**config.mk**
```make
export PLATFORM = sky130hd
export DESIGN_NAME = bdi_line_fetcher
export DESIGN_NICKNAME = d
export VERILOG_FILES = /design/src/rtl/bdi_line_fetcher.sv
export SDC_FILE = /design/constraint.sdc
export NUM_CORES = 1
export LEC_CHECK = 0
export ABC_AREA = 1
export ABC_CLOCK_PERIOD_IN_PS = 2970
export CORE_UTILIZATION = 30
export CTS_CLUSTER_SIZE = 14
export DETAILED_ROUTE_END_ITERATION = 6
export HOLD_SLACK_MARGIN = 0.02
export SYNTH_ARGS = -nofsm -noshare
export SYNTH_HDL_FRONTEND = slang
export SYNTH_SLANG_ARGS = --single-unit
```
**constraint.sdc**
```tcl
create_clock -name clk -period 2.97 [get_ports clk]
set_clock_uncertainty 0.1 [all_clocks]
set_input_delay 0.297 -clock clk [delete_from_list [all_inputs] [get_ports clk]]
set_output_delay 0.297 -clock clk [all_outputs]
set_load 0.01 [all_outputs]
```
**src/rtl/bdi_line_fetcher.sv**
```systemverilog
// bdi_line_fetcher: assembles a BDI line-pair (mode, base, payload beats) from a word stream; BDI_FETCH_ERR_EN enables fetch_err
module bdi_line_fetcher #(
  parameter int WORD_WIDTH = 32,
  parameter logic [3:0] RPV4_CODE = 4'b0000,
  parameter logic [3:0] RPV8_CODE = 4'b0001,
  parameter logic [3:0] B8D1_CODE = 4'b0010,
  parameter logic [3:0] B8D2_CODE = 4'b0011,
  parameter logic [3:0] B8D4_CODE = 4'b0100,
  parameter logic [3:0] B4D1_CODE = 4'b0101,
  parameter logic [3:0] B4D2_CODE = 4'b0110,
  parameter logic [3:0] B2D1_CODE = 4'b0111,
  parameter logic [3:0] NO_COMPR_CODE = 4'b1111
) (
  input  logic                    clk,
  input  logic                    rst,
  input  logic                    in_valid,
  output logic                    in_ready,
  input  logic [WORD_WIDTH-1:0]   in_data,
  output logic                    out_valid,
  input  logic                    out_ready,
  output logic [8*WORD_WIDTH-1:0] compressed_cachelines,
  output logic [7:0]              compressed_mode,
  output logic [31:0]             base_one_hot,
  output logic                    fetch_err
);
  typedef enum logic [1:0] {HDR_MODE, HDR_BASE, PAYLOAD, OUT} state_t;
  state_t state;
  logic [2:0] cnt, last, last_n;
  logic [3:0] ls, ms;
  logic [6:0] t, q;
  logic full;
  function automatic logic [6:0] size_of(input logic [3:0] c);
    return c == RPV4_CODE ? 7'd4 : c == RPV8_CODE ? 7'd8 :
           (c == B8D1_CODE || c == B4D1_CODE) ? 7'd12 : c == B8D2_CODE ? 7'd16 :
           c == B2D1_CODE ? 7'd18 : c == B4D2_CODE ? 7'd20 : c == B8D4_CODE ? 7'd24 : 7'd32;
  endfunction
  function automatic logic known(input logic [3:0] c);
    return c == NO_COMPR_CODE || size_of(c) != 7'd32;
  endfunction
  always_comb begin
    ls = in_data[3:0];
    ms = in_data[7:4];
    t = size_of(ls) + size_of(ms);
    q = (t + 7'd3) >> 2;
    full = ls == NO_COMPR_CODE || ms == NO_COMPR_CODE || !known(ls) || !known(ms);
    last_n = (full || q >= 7'd8) ? 3'd7 : q[2:0] - 3'd1;
  end
  assign in_ready = !rst && state != OUT;
  always_ff @(posedge clk) begin
    if (rst) begin
      state <= HDR_MODE;
      out_valid <= 1'b0;
      compressed_cachelines <= '0;
      compressed_mode <= '0;
      base_one_hot <= '0;
      cnt <= '0;
      last <= '0;
    end else begin
      case (state)
        HDR_MODE: if (in_valid) begin
          compressed_mode <= in_data[7:0];
          compressed_cachelines <= '0;
          last <= last_n;
          state <= HDR_BASE;
        end
        HDR_BASE: if (in_valid) begin
          base_one_hot <= in_data[31:0];
          cnt <= '0;
          state <= PAYLOAD;
        end
        PAYLOAD: if (in_valid) begin
          compressed_cachelines[cnt*WORD_WIDTH +: WORD_WIDTH] <= in_data;
          cnt <= cnt == last ? 3'd0 : cnt + 3'd1;
          if (cnt == last) begin
            state <= OUT;
            out_valid <= 1'b1;
          end
        end
        default: if (out_ready) begin
          out_valid <= 1'b0;
          state <= HDR_MODE;
        end
      endcase
    end
  end
`ifdef BDI_FETCH_ERR_EN
  logic hdr_err;
  assign hdr_err = !known(ls) || !known(ms) || (t > 7'd32 && ls != NO_COMPR_CODE && ms != NO_COMPR_CODE);
  always_ff @(posedge clk) begin
    if (rst) fetch_err <= 1'b0;
    else if (state == HDR_MODE && in_valid && hdr_err) fetch_err <= 1'b1;
  end
`else
  assign fetch_err = 1'b0;
`endif
endmodule

```
==> flow_summary.json, run 1 <==
{
  "max_freq_mhz": 387.0,
  "vias": 12170,
  "final_cells": 2484,
  "synth_fa_ha_area_share_pct": 2.152,
  "antenna_found_initial": 0,
  "rsz0062_at_grt": "no",
  "finalSetupViolations": 0,
  "grt_pass1_vias": 11700,
  "yosys.area.top_type_share_pct": 50.98,
  "cts_buffer_depth": 3,
  "rrSetupSlack_ns": 0.39,
  "route.detailed.drc": 0,
  "die_area_um2": 40730,
  "yosys.area_share.simple_pct": 26.05,
  "slowest_stage": "dfxtp_1",
  "place_congestion": 0.8876,
  "final_nets": 1997,
  "vias_per_cell": 4.900,
  "rows": 72,
  "synth_top_family_by_area": "simple AND/OR/NAND/NOR gates",
  "p_leak_nw": 6.005,
  "ioPinCount": 335,
  "powerDensity_nw_per_um2": 673.0,
  "grt_max_degree": 160,
  "drtIter0Drc": 802,
  "cts_tree": "built",
  "clockRootBuffer": "clkbuf_16",
  "r2r_cells": 10,
  "critical_path.most_common_cell": "nand2_1",
  "min_from": "out_valid",
  "async_reset_ff_share_pct": 0,
  "hold_path_end": "out_valid",
  "dpl_cell_area_um2": 15960,
  "synth_commonest_cells": "nand2_1, dfxtp_1, a21oi_1",
  "grt-ovfl-total": 0,
  "crit_required_ns": 3.31,
  "fillCellCount": 3895,
  "stdcell_area_um2": 17160,
  "design.core.area_um2": 39010,
  "synth_top_cell_by_area": "dfxtp_1",
  "fin_crit_sh_pct": 87.00,
  "wl_per_cell_um": 19.41,
  "grt_pass1_wl_mm": 72.27,
  "hpwl_mm": 34.12,
  "clock-sinks": 305,
  "die_w_um": 201.8,
  "synth_cell_type_count": 31,
  "ys_seq_area_share_pct": 50.98,
  "cts_resized": 0,
  "start_kind": "flop",
  "layout-drive-gt1-share_pct": 6.714,
  "synth_edf_count": 0,
  "cts-buffers-inserted": 37,
  "register_area_um2": 6107,
  "detail-route-antenna-nets": 0,
  "crit_buf_inv": 3,
  "grt.total_usage_pct": 23.26,
  "avgSynthCellArea_um2": 7.362,
  "cp_max_fo": 28,
  "diodes": 0,
  "worst_slack_ns": 0.3860,
  "synth-seq-cells": 305,
  "ir_drop_uv": 314.0,
  "power_mw": 11.55,
  "slew_headroom_pct": 28.52,
  "ctsHtreeMaxLevel": 2,
  "worstPathCellList": "inv_1 > ha_1 > ha_1 > inv_1 > nand3_1 > nand2_1 > nand2_1 > buf_4 > nand2_1 > a21oi_1",
  "synth_area_leaders": "dfxtp_1, nand2_1, a21oi_1, nand3_1, nor2_1",
  "post-place-cells": 2419,
  "post-place-ws_ns": -0.1355,
  "ys.flop_type": "dfxtp_1",
  "synth-compound-area-share_pct": 14.52,
  "slowest_delay_ns": 0.42,
  "clk_latency_ns": 0.55,
  "clk_pin_slew_worst_paths_ns": 0.06,
  "synth_xor_area_share_pct": 0.2925,
  "synth_most_common_cell": "nand2_1",
  "critPathTopFamily": "buffers and inverters",
  "period_needed_ns": 2.584,
  "drtPass1Iterations": 6,
  "rr_startpoint": "cnt[1]",
  "area.growth.synth_to_final_pct": 43.27,
  "synth_fp_nets": 1683,
  "cap_violations": 0,
  "hold_buffers": 1,
  "slew_violations": 0,
  "hold_viol_final": 0,
  "min_path_cells": 2,
  "port_buffers": 333,
  "outcome": "complete, no violations",
  "postCtsSetupRepairBufs": 0,
  "tns_ns": 0,
  "synthMuxAreaShare_pct": 0,
  "die_height_um": 201.8,
  "worstReg2RegEnd": "compressed_cachelines[217]",
  "tightest_slew_ns": 1.072,
  "start_util_pct": 30.71,
  "synth_area_um2": 11980,
  "hp-class": "flop to flop",
  "critPathCaptureType": "flop",
  "routed_wl_mm": 48.21,
  "crit_type": "flop to flop",
  "ys_warn_count": 0,
  "multi_input_area_um2": 5191,
  "post-route-util_pct": 43.99,
  "hold_ws_ns": 0.3569,
  "crit_arrival_ns": 2.93,
  "synth_cells": 1627
}
==> placed cells by master (no fill, tap or decap), drive strengths merged, types with 2 or more instances in the layout <==
cell type | netlist | final
clkdlybuf4s50 | 0 | 332
clkinvlp | 0 | 3
ha | 19 | 19
nand2 | 500 | 500
a31oi | 5 | 5
nor2 | 148 | 148
xnor2 | 2 | 2
clkinv | 3 | 7
xor2 | 2 | 2
inv | 58 | 59
clkbuf | 70 | 56
nand4 | 4 | 4
nor3 | 6 | 6
nand3 | 120 | 120
a21oi | 279 | 279
o21ai | 55 | 55
dfxtp | 305 | 305
buf | 44 | 55
==> metal layers <==
metal  share of wire (%)  global-route usage [%]
met3                 8.0                   5.579
met2                  45                   36.78
met5                   0                       0
met4                 3.4                   9.172
met1                  44                   30.43
==> worst max-delay path by stage <==
stage / start / to / slack [ns] / cells after the start
2_1_floorplan: in_data[1] / last[2] / 0.56 / 14
3_3_place_gp: in_data[0] / last[2] / -0.03 / 15
3_5_place_dp: in_data[0] / last[1] / -0.14 / 13
4_1_cts: cnt[1] / compressed_cachelines[39] / 0.39 / 9
5_1_grt: cnt[1] / compressed_cachelines[216] / 0.20 / 10
6_report: cnt[1] / compressed_cachelines[217] / 0.39 / 10
==> power by group <==
part           internal (mW)  total (mW)  switching, mW  leakage, nW
sequential              4.31        4.43          0.120         2.46
combinational          0.843        2.68           1.83         2.96
clock                   2.66        4.44           1.78        0.576
==> kinds of logic (layout without fill, tap and decap cells) <==
group | after synthesis | after routing
other cells | 1 | 1
simple gates | 780 | 780
compound gates | 342 | 342
fa+ha+maj | 20 | 20
xor+xnor | 4 | 4
buf+inv | 175 | 514
flops | 305 | 305
==> registers in the layout (all words and copies together) (netlist names) <==
name and cells:
base_one_hot 32, cnt 3, compressed_cachelines 256, compressed_mode 8, last 3, out_valid 1, state 2
==> worst register-to-register path, delay by kind of cell (launching register included) <==
family          cells  cell delay (ns)
buf+inv             3             0.67
fa+ha+maj           2             0.57
simple gates        4             0.56
flops               1             0.42
compound gates      1             0.15
==> area by class of cell <==
class                   count  area share [%]
multi-input cells        1147           30.25
clock buffers              55           6.445
repair buffers            389           22.13
well taps                 518           3.777
flip-flops and latches    305           35.59
clock inverters             9          0.4739
inverters                  61           1.334
No activity file was read; power rests on OpenSTA's default activity.
==> inputs of run 2 (changes only) <==
--- a/config.mk
+++ b/config.mk
@@ -6,7 +6,7 @@
 export NUM_CORES = 1
 export LEC_CHECK = 0
 export ABC_AREA = 1
-export ABC_CLOCK_PERIOD_IN_PS = 2970
+export ABC_CLOCK_PERIOD_IN_PS = 3290
 export CORE_UTILIZATION = 30
 export CTS_CLUSTER_SIZE = 14
 export DETAILED_ROUTE_END_ITERATION = 6
==> constraint.sdc (replaced) <==
create_clock -name clk -period 3.29 [get_ports clk]
set_clock_uncertainty 0.1 [all_clocks]
set_input_delay 0.329 -clock clk [delete_from_list [all_inputs] [get_ports clk]]
set_output_delay 0.329 -clock clk [all_outputs]
set_load 0.01 [all_outputs]
==> run 2 against run 1 <==
Against the previous run: sequential power decreased by 9.7%; clock power decreased by 14%; critical path depth increased by 3; critical path type is now input port to flop; critical endpoint is now last[1]; highest routed layer unchanged.
==> flow_summary.json, run 2 (same netlist as run 1, synthesis figures left out) <==
{
  "design.core.area_um2": 39010,
  "final_common_cell": "nand2_1",
  "worstPathCellList": "clkdlybuf4s50_1 > inv_1 > nand2_1 > a32o_1 > ha_1 > ha_1 > fa_1 > inv_1 > ha_1 > nand2_1 > nand3b_1 > nand2_1 > inv_1",
  "finalSetupViolations": 0,
  "detail-route-antenna-nets": 0,
  "vias": 12040,
  "die_w_um": 201.8,
  "drtPass1Iterations": 7,
  "min_from": "rst",
  "pwr-share-seq_pct": 39.2,
  "combPwrFrac_pct": 23.2,
  "start_kind": "input port",
  "grt_pass1_wl_mm": 71.89,
  "slowest_delay_ns": 0.53,
  "area.growth.synth_to_final_pct": 41.64,
  "cts_buffer_depth": 3,
  "die_area_um2": 40730,
  "clk_pin_slew_worst_paths_ns": 0.05,
  "cts-buffers-inserted": 36,
  "worstReg2RegEnd": "compressed_cachelines[50]",
  "grt_max_degree": 97,
  "tns_ns": 0,
  "rsz0062_at_grt": "no",
  "crit_type": "input port to flop",
  "layout-drive-gt1-share_pct": 6.000,
  "hp-class": "input port to flop",
  "final_cell_mix": "nand2_1, clkdlybuf4s50_1, dfxtp_1",
  "ioPinCount": 335,
  "diodes": 0,
  "fillCellCount": 3920,
  "drtIter0Drc": 726,
  "outcome": "complete, no violations",
  "rr_startpoint": "cnt[1]",
  "port_buffers": 333,
  "power_mw": 10.21,
  "slowest_stage": "clkdlybuf4s50_1",
  "critPathCaptureType": "flop",
  "cap_violations": 0,
  "clock-sinks": 305,
  "reg_top3": "compressed_cachelines (256), base_one_hot (32), compressed_mode (8)",
  "vias_per_cell": 4.879,
  "p_leak_nw": 5.910,
  "route.detailed.drc": 0,
  "slew_violations": 0,
  "largest_reg_flops": 256,
  "clockRootBuffer": "clkbuf_16",
  "p_int_mw": 6.877,
  "grt_pass1_vias": 11640,
  "routed_wl_mm": 47.73,
  "top_register": "compressed_cachelines",
  "cts_tree": "built",
  "pwr-share-clk_pct": 37.6,
  "rrSetupSlack_ns": 0.62,
  "tightest_slew_ns": 0.8278,
  "start_util_pct": 30.71,
  "min_path_cells": 2,
  "grt-ovfl-total": 0,
  "crit_arrival_ns": 3.00,
  "rows": 72,
  "crit_required_ns": 3.61,
  "hold_path_end": "compressed_cachelines[0]",
  "hold_viol_final": 0,
  "hpwl_mm": 33.82,
  "max_freq_mhz": 373.1,
  "power.switching_mw": 3.337,
  "wl_per_cell_um": 19.34,
  "place_congestion": 0.8659,
  "critPathTopFamily": "adder cells",
  "antenna_found_initial": 0,
  "cp_max_fo": 6,
  "final_nets": 1982,
  "switching_share_pct": 32.67,
  "grt.total_usage_pct": 23.07,
  "period_needed_ns": 2.680,
  "powerDensity_nw_per_um2": 602.1,
  "fin_crit_sh_pct": 81.46,
  "cts_resized": 0,
  "ir_drop_uv": 317.3,
  "slew_headroom_pct": 44.75,
  "ctsHtreeMaxLevel": 2,
  "hold_buffers": 0,
  "clk_latency_ns": 0.54,
  "crit_buf_inv": 4,
  "postCtsSetupRepairBufs": 0,
  "die_height_um": 201.8,
  "r2r_cells": 9
}
-- run 2: power by group through the flow --
| stage | clock [mW] | sequential (mW) | combinational [mW] |
|---|---|---|---|
| 2_1_floorplan | 0 | 4.15 | 1.22 |
| 3_3_place_gp | 0 | 4.08 | 2.36 |
| 3_5_place_dp | 0 | 4.08 | 2.38 |
| 4_1_cts | 3.92 | 4.00 | 2.38 |
| 5_1_grt | 4.08 | 4.03 | 2.57 |
| 6_report | 3.84 | 4.00 | 2.37 |
-- run 2: how the worst max path moves through the flow --
stage	cells past startpoint	start	slack (ns)	to
floorplan	14	in_data[1]	0.85	last[2]
global placement	15	in_data[1]	0.15	last[2]
detailed placement	13	in_data[1]	0.11	last[1]
CTS	13	in_data[1]	0.66	last[1]
global route	10	cnt[1]	0.43	compressed_cachelines[215]
finish	13	in_data[1]	0.61	last[1]
-- run 2: layout make-up --
cell class,count,area [um^2],share of cell area [%]
Tap cell,518,648.1,3.820
Sequential cell,305,6107,36.00
Clock inverter,10,93.84,0.5531
Multi-Input combinational cell,1147,5191,30.60
Timing Repair Buffer,375,3665,21.60
Inverter,61,229.0,1.350
Clock buffer,52,1031,6.077
-- run 2: stage by stage --
stage	instances	utilization, %	hold WS, ns	setup WS, ns	instance area, um^2
after floorplan	1627	-	0.3722	0.8484	11980
after global placement	2406	40.61	0.3480	0.1511	15840
after detailed placement	2406	40.61	0.3450	0.1107	15840
after CTS	2468	43.49	0.2082	0.6552	16970
after global routing	2468	43.49	0.2413	0.4293	16970
final	2468	43.49	0.2224	0.6098	16970
-- run 2: routing by layer --
layer	wire [um]	global-route usage, %	part of all wire, %	vias to the layer above
li1	-	-	-	5860
met1	20470	30.08	43	5647
met2	21540	36.32	45	466
met3	4153	6.304	8.7	68
met4	1568	8.442	3.3	0
met5	0	0	0	-
